**src/rtl/vc16_pkg.sv**
```systemverilog
// Shared types and constants for the instruction-side quad-SPI line fill.
package vc16_pkg;

  typedef enum logic [2:0] {
    ST_IDLE,
    ST_CMD,
    ST_ADDR,
    ST_DUMMY,
    ST_DATA,
    ST_DELIVER
  } fill_state_e;

  localparam int CMD_NIBBLES  = 2;
  localparam int ADDR_NIBBLES = 6;
  localparam int ADDR_W       = 24;

  function automatic int max3(input int a, input int b, input int c);
    int m;
    m = (a > b) ? a : b;
    return (m > c) ? m : c;
  endfunction

endpackage

```
**src/rtl/qspi_phy.sv**
```systemverilog
// Quad-SPI pin driver: nibble phase toggle, registered pin outputs and input sample strobe.
module qspi_phy (
  input  logic       clk,
  input  logic       reset,
  input  logic       active,
  input  logic       tx_oe,
  input  logic [3:0] tx_nibble,
  input  logic [3:0] spi_in,
  output logic       spi_cs_n,
  output logic       spi_sclk,
  output logic       spi_oe,
  output logic [3:0] spi_out,
  output logic [3:0] rx_nibble,
  output logic       rx_valid,
  output logic       nib_done
);

  logic ph;
  logic ph_n;

  // A freshly selected link always starts on the low half of a nibble.
  assign ph_n = spi_cs_n ? 1'b0 : ~ph;

  always_ff @(posedge clk or negedge reset) begin
    if (!reset) begin
      ph       <= 1'b0;
      spi_cs_n <= 1'b1;
      spi_sclk <= 1'b0;
      spi_oe   <= 1'b0;
      spi_out  <= 4'h0;
    end else if (!active) begin
      ph       <= 1'b0;
      spi_cs_n <= 1'b1;
      spi_sclk <= 1'b0;
      spi_oe   <= 1'b0;
      spi_out  <= 4'h0;
    end else begin
      ph       <= ph_n;
      spi_cs_n <= 1'b0;
      spi_sclk <= ph_n;
      if (!ph_n) begin
        spi_out <= tx_oe ? tx_nibble : 4'h0;
        spi_oe  <= tx_oe;
      end
    end
  end

  assign nib_done  = ~spi_cs_n & ph;
  assign rx_valid  = nib_done & ~spi_oe;
  assign rx_nibble = spi_in;

endmodule

```
**src/rtl/icache_fill.sv**
```systemverilog
// Icache miss line-fill engine: quad-SPI read of one line, then an unbroken nibble burst.
module icache_fill
  import vc16_pkg::*;
#(
  parameter int         LINE_LENGTH = 4,
  parameter int         PA          = 22,
  parameter logic [7:0] CMD         = 8'hEB,
  parameter int         DUMMY       = 4
) (
  input  logic                                clk,
  input  logic                                reset,
  input  logic                                pull,
  input  logic [PA-$clog2(LINE_LENGTH)-1:0]   tag,
  input  logic                                abort,
  output logic                                busy,
  output logic [3:0]                          dread,
  output logic                                wstrobe_d,
  output logic                                spi_cs_n,
  output logic                                spi_sclk,
  output logic                                spi_oe,
  output logic [3:0]                          spi_out,
  input  logic [3:0]                          spi_in,
  output fill_state_e                         state_dbg
);

  localparam int TAG_W = PA - $clog2(LINE_LENGTH);
  localparam int NIBS  = LINE_LENGTH * 2;
  localparam int LB_W  = LINE_LENGTH * 8;
  localparam int CNT_W = $clog2(max3(ADDR_NIBBLES, DUMMY, NIBS)) + 1;

  // Request handshake: pull is a one-cycle-sampled request taken only in IDLE
  // (and only without abort); busy is the acknowledgement and stays high until
  // the last wstrobe_d, during which the requester must keep tag stable.
  fill_state_e        state, state_next;
  logic [CNT_W-1:0]   cnt, cnt_next;
  logic [TAG_W-1:0]   tag_q, tag_next;
  logic [LB_W-1:0]    line_buf;

  logic               link_active;
  logic               tx_oe;
  logic [3:0]         tx_nibble;
  logic [ADDR_W-1:0]  addr_next;
  logic [ADDR_W-1:0]  addr_sh;
  logic [7:0]         cmd_sh;
  logic [3:0]         rx_nibble;
  logic               rx_valid;
  logic               nib_done;

  always_ff @(posedge clk or negedge reset) begin
    if (!reset) begin
      state    <= ST_IDLE;
      cnt      <= '0;
      tag_q    <= '0;
      line_buf <= '0;
    end else begin
      state <= state_next;
      cnt   <= cnt_next;
      tag_q <= tag_next;
      if (state == ST_DATA && rx_valid) begin
        line_buf <= {line_buf[LB_W-5:0], rx_nibble};
      end else if (state == ST_DELIVER) begin
        line_buf <= {line_buf[LB_W-5:0], 4'h0};
      end
    end
  end

  always_comb begin
    state_next = state;
    cnt_next   = cnt;
    tag_next   = tag_q;
    case (state)
      ST_IDLE: begin
        if (pull && !abort) begin
          state_next = ST_CMD;
          cnt_next   = '0;
          tag_next   = tag;
        end
      end
      ST_CMD, ST_ADDR, ST_DUMMY, ST_DATA: begin
        if (abort) begin
          state_next = ST_IDLE;
          cnt_next   = '0;
        end else if (nib_done) begin
          cnt_next = cnt + 1'b1;
          if (state == ST_CMD && cnt == CNT_W'(CMD_NIBBLES - 1)) begin
            state_next = ST_ADDR;
            cnt_next   = '0;
          end else if (state == ST_ADDR && cnt == CNT_W'(ADDR_NIBBLES - 1)) begin
            state_next = ST_DUMMY;
            cnt_next   = '0;
          end else if (state == ST_DUMMY && cnt == CNT_W'(DUMMY - 1)) begin
            state_next = ST_DATA;
            cnt_next   = '0;
          end else if (state == ST_DATA && cnt == CNT_W'(NIBS - 1)) begin
            state_next = ST_DELIVER;
            cnt_next   = '0;
          end
        end
      end
      ST_DELIVER: begin
        if (cnt == CNT_W'(NIBS - 1)) begin
          state_next = ST_IDLE;
          cnt_next   = '0;
        end else begin
          cnt_next = cnt + 1'b1;
        end
      end
      default: begin
        state_next = ST_IDLE;
        cnt_next   = '0;
      end
    endcase
  end

  // The phy registers its pins, so it is fed the nibble for the upcoming cycle.
  always_comb begin
    link_active = 1'b0;
    tx_oe       = 1'b0;
    tx_nibble   = 4'h0;
    addr_next   = ADDR_W'(tag_next) << $clog2(LINE_LENGTH);
    addr_sh     = addr_next << {cnt_next, 2'b00};
    cmd_sh      = CMD << {cnt_next[0], 2'b00};
    case (state_next)
      ST_CMD: begin
        link_active = 1'b1;
        tx_oe       = 1'b1;
        tx_nibble   = cmd_sh[7:4];
      end
      ST_ADDR: begin
        link_active = 1'b1;
        tx_oe       = 1'b1;
        tx_nibble   = addr_sh[ADDR_W-1 -: 4];
      end
      ST_DUMMY, ST_DATA: begin
        link_active = 1'b1;
      end
      default: begin
        link_active = 1'b0;
      end
    endcase
  end

  qspi_phy u_phy (
    .clk       (clk),
    .reset     (reset),
    .active    (link_active),
    .tx_oe     (tx_oe),
    .tx_nibble (tx_nibble),
    .spi_in    (spi_in),
    .spi_cs_n  (spi_cs_n),
    .spi_sclk  (spi_sclk),
    .spi_oe    (spi_oe),
    .spi_out   (spi_out),
    .rx_nibble (rx_nibble),
    .rx_valid  (rx_valid),
    .nib_done  (nib_done)
  );

  assign busy      = (state != ST_IDLE);
  assign wstrobe_d = (state == ST_DELIVER);
  assign dread     = (state == ST_DELIVER) ? line_buf[LB_W-1 -: 4] : 4'h0;
  assign state_dbg = state;

endmodule

```
**config.mk**
```make
export PLATFORM = sky130hd
export DESIGN_NAME = icache_fill
export DESIGN_NICKNAME = d
export VERILOG_FILES = /design/src/rtl/vc16_pkg.sv /design/src/rtl/qspi_phy.sv /design/src/rtl/icache_fill.sv
export SDC_FILE = /design/constraint.sdc
export NUM_CORES = 1
export LEC_CHECK = 0
export CORE_MARGIN = 3
export CORE_UTILIZATION = 40
export CTS_BUF_LIST = sky130_fd_sc_hd__clkbuf_2
export DETAILED_ROUTE_END_ITERATION = 12
export SYNTH_ARGS = -nofsm -noshare
export SYNTH_HDL_FRONTEND = slang
export SYNTH_SLANG_ARGS = --single-unit
```
**constraint.sdc**
```tcl
create_clock -name clk -period 2.5 [get_ports clk]
set_clock_uncertainty 0.05 [all_clocks]
set_input_delay 0.5 -clock clk [delete_from_list [all_inputs] [get_ports clk]]
set_output_delay 0.5 -clock clk [all_outputs]
set_load 0.02 [all_outputs]
```
==> results of run 1 <==
[state kept, by name, summed over array words and instances (netlist names)]
name            count
line_buf           32
u_phy.spi_out       4
u_phy.spi_oe        1
tag_q              20
u_phy.spi_cs_n      1
state_dbg           3
u_phy.ph            1
cnt                 4
[synthesized netlist by cell type, types with 2 or more instances]
master     instances  area share (%)
ha_1               2            0.77
nor3b_1            3            0.69
o22ai_1            4            0.77
nand2_2            2            0.39
nor2_1             8            0.93
a2bb2oi_1          2            0.54
nand2_1           14             1.6
o221ai_1           2            0.54
inv_2              2            0.23
o21ai_1            2            0.31
or3_1              2            0.39
mux2_2            50              17
buf_2              7             1.1
and4_1             2            0.54
a21oi_1            8             1.2
nor3_1             8             1.2
and3b_1            2            0.54
nor2b_1            5            0.97
nor3_2             3            0.93
buf_6              3             1.0
nand2b_1           4            0.77
nand4bb_1          2            0.69
o21ai_0            8             1.2
nand3b_1           6             1.4
nand3_1            6            0.93
or2_1              2            0.39
mux2i_1            4             1.2
inv_1              6            0.69
and2_1             7             1.4
dfrtp_1           65              50
[worst register-to-register path, cell delays in order (launching register included)]
cell and delay [ns]:
dfrtp_2 0.49, buf_6 0.13, o21a_1 0.17, or3_4 0.37, o41ai_4 0.37, buf_4 0.18, mux2_4 0.30, a22oi_2 0.14
nor3_1 0.07, or3_1 0.30
[cells by family (layout without fill, tap and decap cells)]
| family | after synthesis | count (layout) | synth area share, % |
|---|---|---|---|
| xor+xnor | 1 | 1 | 0.2703 |
| mux | 56 | 56 | 19.42 |
| compound gates | 42 | 42 | 9.345 |
| fa+ha+maj | 2 | 2 | 0.7721 |
| buf+inv | 19 | 131 | 3.166 |
| flops | 66 | 66 | 51.00 |
| simple gates | 84 | 84 | 16.02 |
[report_power, final]
part           switching [mW]  internal [mW]
combinational           0.171          0.217
clock                   0.424          0.339
sequential             0.0432           1.15
[layer usage]
layer  GRT usage (%)  routed length (um)  vias to the layer above
met5               0                   0                        -
met4           5.213                 141                        0
met3           5.004                 310                       14
met2           29.33                3594                       57
met1           20.23                3105                     1196
li1                -                   -                     1199
[stage by stage]
step                setup slack (ns)  instance area, um2  total power, mW  hold slack, ns
global placement             -0.3286                4123            1.568          0.4312
CTS                          -0.1042                4428            2.361          0.4456
global route                 -0.2625                4436            2.460          0.4045
floorplan                   -0.04375                3276            1.399          0.1544
finish                       -0.1709                4436            2.339          0.4568
detailed placement           -0.3721                4123            1.576          0.4344
[final timing paths]
path | from | slack [ns] | depth (start not counted) | end
worst max register to register | state_dbg[0] | -0.17 | 9 | u_phy.spi_out[2]
min in group clk | spi_in[1] | 0.47 | 3 | line_buf[1]
worst min-delay path | reset | 0.46 | 3 | line_buf[7]
worst min register to register | tag_q[1] | 0.47 | 1 | tag_q[1]
max in group asynchronous | reset | 1.54 | 3 | u_phy.spi_cs_n
worst max-delay path | state_dbg[0] | -0.17 | 9 | u_phy.spi_out[2]
[cell type report]
type                            count  area share, %
Timing Repair Buffer              107          20.79
Tap cell                          102          2.877
Clock buffer                        9          1.016
Multi-Input combinational cell    185          35.01
Clock inverter                      7          2.285
Inverter                            8         0.6770
Sequential cell                    66          37.35
[repair_timing]
action / in CTS / in global routing
setup buffers: 16 / 1
pin swaps: 13 / 2
resized for setup: 20 / 16
setup endpoints to repair: 10 / 10
hold endpoints to repair: 65 / 0
hold buffers: 1 / 0
==> flow_summary.toml, run 1 <==
[grt]
antenna_found_initial = 0
grt_max_degree = 39
grt_use_total_pct = 16.96
grt_pass1_vias = 2522
grt_pass1_wl_um = 11850
grt_overflow = 0

[worst_setup_path]
cp_top_family = "simple AND/OR/NAND/NOR gates"
cp.required_ns = 2.85
slowest_delay_ns = 0.49
worstSetupStartpointType = "flop"
path_cells = "buf_6, o21a_1, or3_4, o41ai_4, buf_4, mux2_4, a22oi_2, nor3_1, or3_1"
worstSetupPathType = "reg2reg"
path_max_fanout = 6
crit_arrival_ns = 3.02
critical_path_buf_inv_count = 2
slowest_stage = "dfrtp_2"
end_kind = "flop"

[timing]
tightest_slew_ns = 0.4888
relSlewSlack_pct = 67.41
fin_ws_ns = -0.1709
report.final.slew_viol_count = 0
hold_viol = 0
period_minus_slack_ns = 2.671
setup_viol = 4
min_period_over_period_pct = 106.8
setup_tns_ns = -0.3914
rsz0062_at_grt = "yes"
max_freq_ghz = 0.3744

[logic_synthesis]
synth_seq_cells = 66
synth_async_sr_flop_share_pct = 100.0
ys_seq_area_share_pct = 51.00
synth-edff-count = 0
syn_nets = 300
syn_avg_cell_area_um2 = 12.00
synth_cells = 270
synth_flop_cell = "dfrtp_1"
synth_cell_types = 59
netlist_area_um2 = 3241
yosys_warnings = 0

[routing]
routedWlPerCell_um = 14.77
via_per_inst = 5.095
vias = 2466
drt_iter0_drc = 94
route.detailed.drc = 0
first_pass_iters = 4
finalWirelength_um = 7151
drt.antenna.violating_nets = 0

[power_and_ir_drop]
peakVddDrop_mv = 0.3131
pwr_density_cell_nw_per_um2 = 527.4
p_leak_nw = 2.134

[finish]
final_cells = 484
multiInputGateArea_um2 = 1553
seq_area_um2 = 1657
drive_above_1_share_pct = 43.98
final_core_util_pct = 56.81
mostFrequentLayoutCells = "62 x dfrtp_1, 61 x buf_4, 49 x mux2_2"
layout_commonest_cell = "dfrtp_1"
insertedDiodeCount = 0
area_delta_synth_final_pct = 36.87
nFillCells = 683
nNetsFinal = 407

[run]
maxCapViolCount = 0

[min_path]
hp-class = "in2async"

[cts]
clk_transition_reported_paths_ns = 0.20
htree_levels = 3
clk_latency_ns = 0.50
max-clock-path-buffers = 2
cts_tree = "done"
clock-root-buffer = "clkbuf_2"
numCtsBuffers = 9
cts.sinks = 66

[placement]
portBuffers = 43
dp_hpwl_um = 5136
placed_cells = 450
place_congestion = 0.9265

[floorplan]
core-area_um2 = 7807
die_area_um2 = 9218
fp-row-count = 32
start_util_pct = 41.51
die_w_um = 96.01
die_h_um = 96.01
ioPinCount = 44

[outcome]
status = "complete, but fails checks"
violations = "negative setup slack"
Note: power is estimated with default switching activity, not from simulation.
==> run 2: changes to the inputs <==
--- a/config.mk
+++ b/config.mk
@@ -9,6 +9,8 @@
 export CORE_UTILIZATION = 40
 export CTS_BUF_LIST = sky130_fd_sc_hd__clkbuf_2
 export DETAILED_ROUTE_END_ITERATION = 12
+export HOLD_SLACK_MARGIN = 0.1
+export SKIP_CTS_REPAIR_TIMING = 1
 export SYNTH_ARGS = -nofsm -noshare
 export SYNTH_HDL_FRONTEND = slang
 export SYNTH_SLANG_ARGS = --single-unit
==> run 2 against run 1 <==
The run still ends with negative setup slack left. Clock-buffer cell count did not move. Via count fell by 2.2%. Clock power barely moved. Critical endpoint is now u_phy.spi_out[3]. Largest cell class unchanged. Highest routed layer unchanged.
==> flow_summary.toml, run 2 (synthesis results as in run 1) <==
[worst_setup_path]
worstSetupPathType = "reg2reg"
cp.required_ns = 2.84
crit_arrival_ns = 2.96
worstSetupStartpointType = "flop"
rr_startpoint = "state_dbg[1]"
r2r_slack_ns = -0.12
reg2reg_depth = 10
r2r-end = "u_phy.spi_out[3]"
end_kind = "flop"
path_max_fanout = 8

[finish]
nNetsFinal = 396
mostFrequentLayoutCells = "62 x dfrtp_1, 49 x mux2_2, 48 x buf_4"
drive_above_1_share_pct = 42.59
nFillCells = 689
largest_register_ffs = 32
layout_commonest_cell = "dfrtp_1"
insertedDiodeCount = 0
regMostFlops = "line_buf"
top_regs = "line_buf x32, tag_q x20"
seq_area_um2 = 1657
area_delta_synth_final_pct = 34.44
multiInputGateArea_um2 = 1540

[grt]
grt_max_degree = 39
grt_use_total_pct = 16.25
grt_pass1_wl_um = 11420
antenna_found_initial = 0
grt_overflow = 0
grt_pass1_vias = 2443

[cts]
clk_latency_ns = 0.50
clk_transition_reported_paths_ns = 0.20
htree_levels = 3
cts_tree = "done"
numCtsBuffers = 9
clock-root-buffer = "clkbuf_2"
cts.sinks = 66
max-clock-path-buffers = 2

[power_and_ir_drop]
swShare_pct = 27.02
p_leak_nw = 2.080
p_total_mw = 2.319
clkPwrFrac_pct = 32.8
power.switching_mw = 0.6266
pwr_density_cell_nw_per_um2 = 532.3
intPower_mw = 1.693
combinationalPowerShare_pct = 16.0
p_seq_share_pct = 51.2
peakVddDrop_mv = 0.3050

[timing]
fin_ws_ns = -0.1243
whs_ns = 0.4599
setup_tns_ns = -0.3361
hold_viol = 0
relSlewSlack_pct = 67.71
report.final.slew_viol_count = 0
rsz0062_at_grt = "yes"
tightest_slew_ns = 0.4844
period_minus_slack_ns = 2.624
min_period_over_period_pct = 105.0
setup_viol = 4
max_freq_ghz = 0.3811

[floorplan]
die_h_um = 96.01
die_area_um2 = 9218
core-area_um2 = 7807
ioPinCount = 44
start_util_pct = 41.51
die_w_um = 96.01
fp-row-count = 32

[placement]
place_congestion = 0.9265
portBuffers = 43
place_ws_ns = -0.3721
dp_hpwl_um = 5136

[min_path]
hp-class = "in2async"

[routing]
route.detailed.drc = 0
first_pass_iters = 4
routedWlPerCell_um = 14.50
via_per_inst = 5.097
finalWirelength_um = 6857
vias = 2411
drt.antenna.violating_nets = 0
drt_iter0_drc = 91

[outcome]
status = "complete, but fails checks"
violations = "negative setup slack"

[run]
maxCapViolCount = 0
[run 2: cell count changes in the layout (fill, tap and decap cells not counted), sizes merged]
cell         change
dlygate4sd2      -1
buf             -10
[run 2: area by class of cell]
class / count / share of cell area [%]
multi-input cells: 185 / 35.35
well taps: 102 / 2.929
clock inverters: 7 / 2.326
inverters: 8 / 0.6893
clock buffers: 9 / 1.034
repair buffers: 96 / 19.64
flip-flops and latches: 66 / 38.02
[run 2: worst max path at each step]
| stage | start | endpoint | slack [ns] | cells past startpoint |
|---|---|---|---|---|
| after global routing | state_dbg[1] | u_phy.spi_out[3] | -0.24 | 10 |
| after global placement | abort | u_phy.spi_out[2] | -0.33 | 10 |
| after CTS | state_dbg[1] | dread[3] | -0.61 | 5 |
| after floorplan | state_dbg[1] | u_phy.spi_out[3] | -0.04 | 10 |
| final | state_dbg[1] | u_phy.spi_out[3] | -0.12 | 10 |
| after detailed placement | abort | u_phy.spi_out[2] | -0.37 | 8 |
[run 2: critical path, stage by stage, from the launching register on]
cell and delay, ns:
dfrtp_2 0.46, buf_6 0.14, and3b_1 0.16, o211ai_1 0.33, nand2_1 0.18, o41ai_4 0.32
buf_4 0.22, mux2_4 0.30, a22o_1 0.20, nand3_1 0.06, o311ai_1 0.09
[run 2: power by group through the flow]
| stage | clock network (mW) | registers (mW) | logic [mW] |
|---|---|---|---|
| 2_1_floorplan | 0 | 1.20 | 0.197 |
| 3_3_place_gp | 0 | 1.20 | 0.365 |
| 3_5_place_dp | 0 | 1.21 | 0.370 |
| 4_1_cts | 0.784 | 1.19 | 0.371 |
| 5_1_grt | 0.838 | 1.20 | 0.408 |
| 6_report | 0.760 | 1.19 | 0.372 |
[run 2: layer usage]
metal	GRT usage, %	wire length [um]	vias to the layer above
li1	-	-	1179
met1	19.77	3031	1171
met5	0	0	-
met3	5.004	282	11
met4	5.450	108	0
met2	27.26	3434	50
[run 2: through the flow]
step / utilization, % / instance area (um2) / cells
after floorplan: - / 3276 / 270
after global placement: 52.80 / 4123 / 450
after detailed placement: 52.80 / 4123 / 450
after CTS: 54.68 / 4269 / 466
after global routing: 55.80 / 4357 / 473
final: 55.80 / 4357 / 473
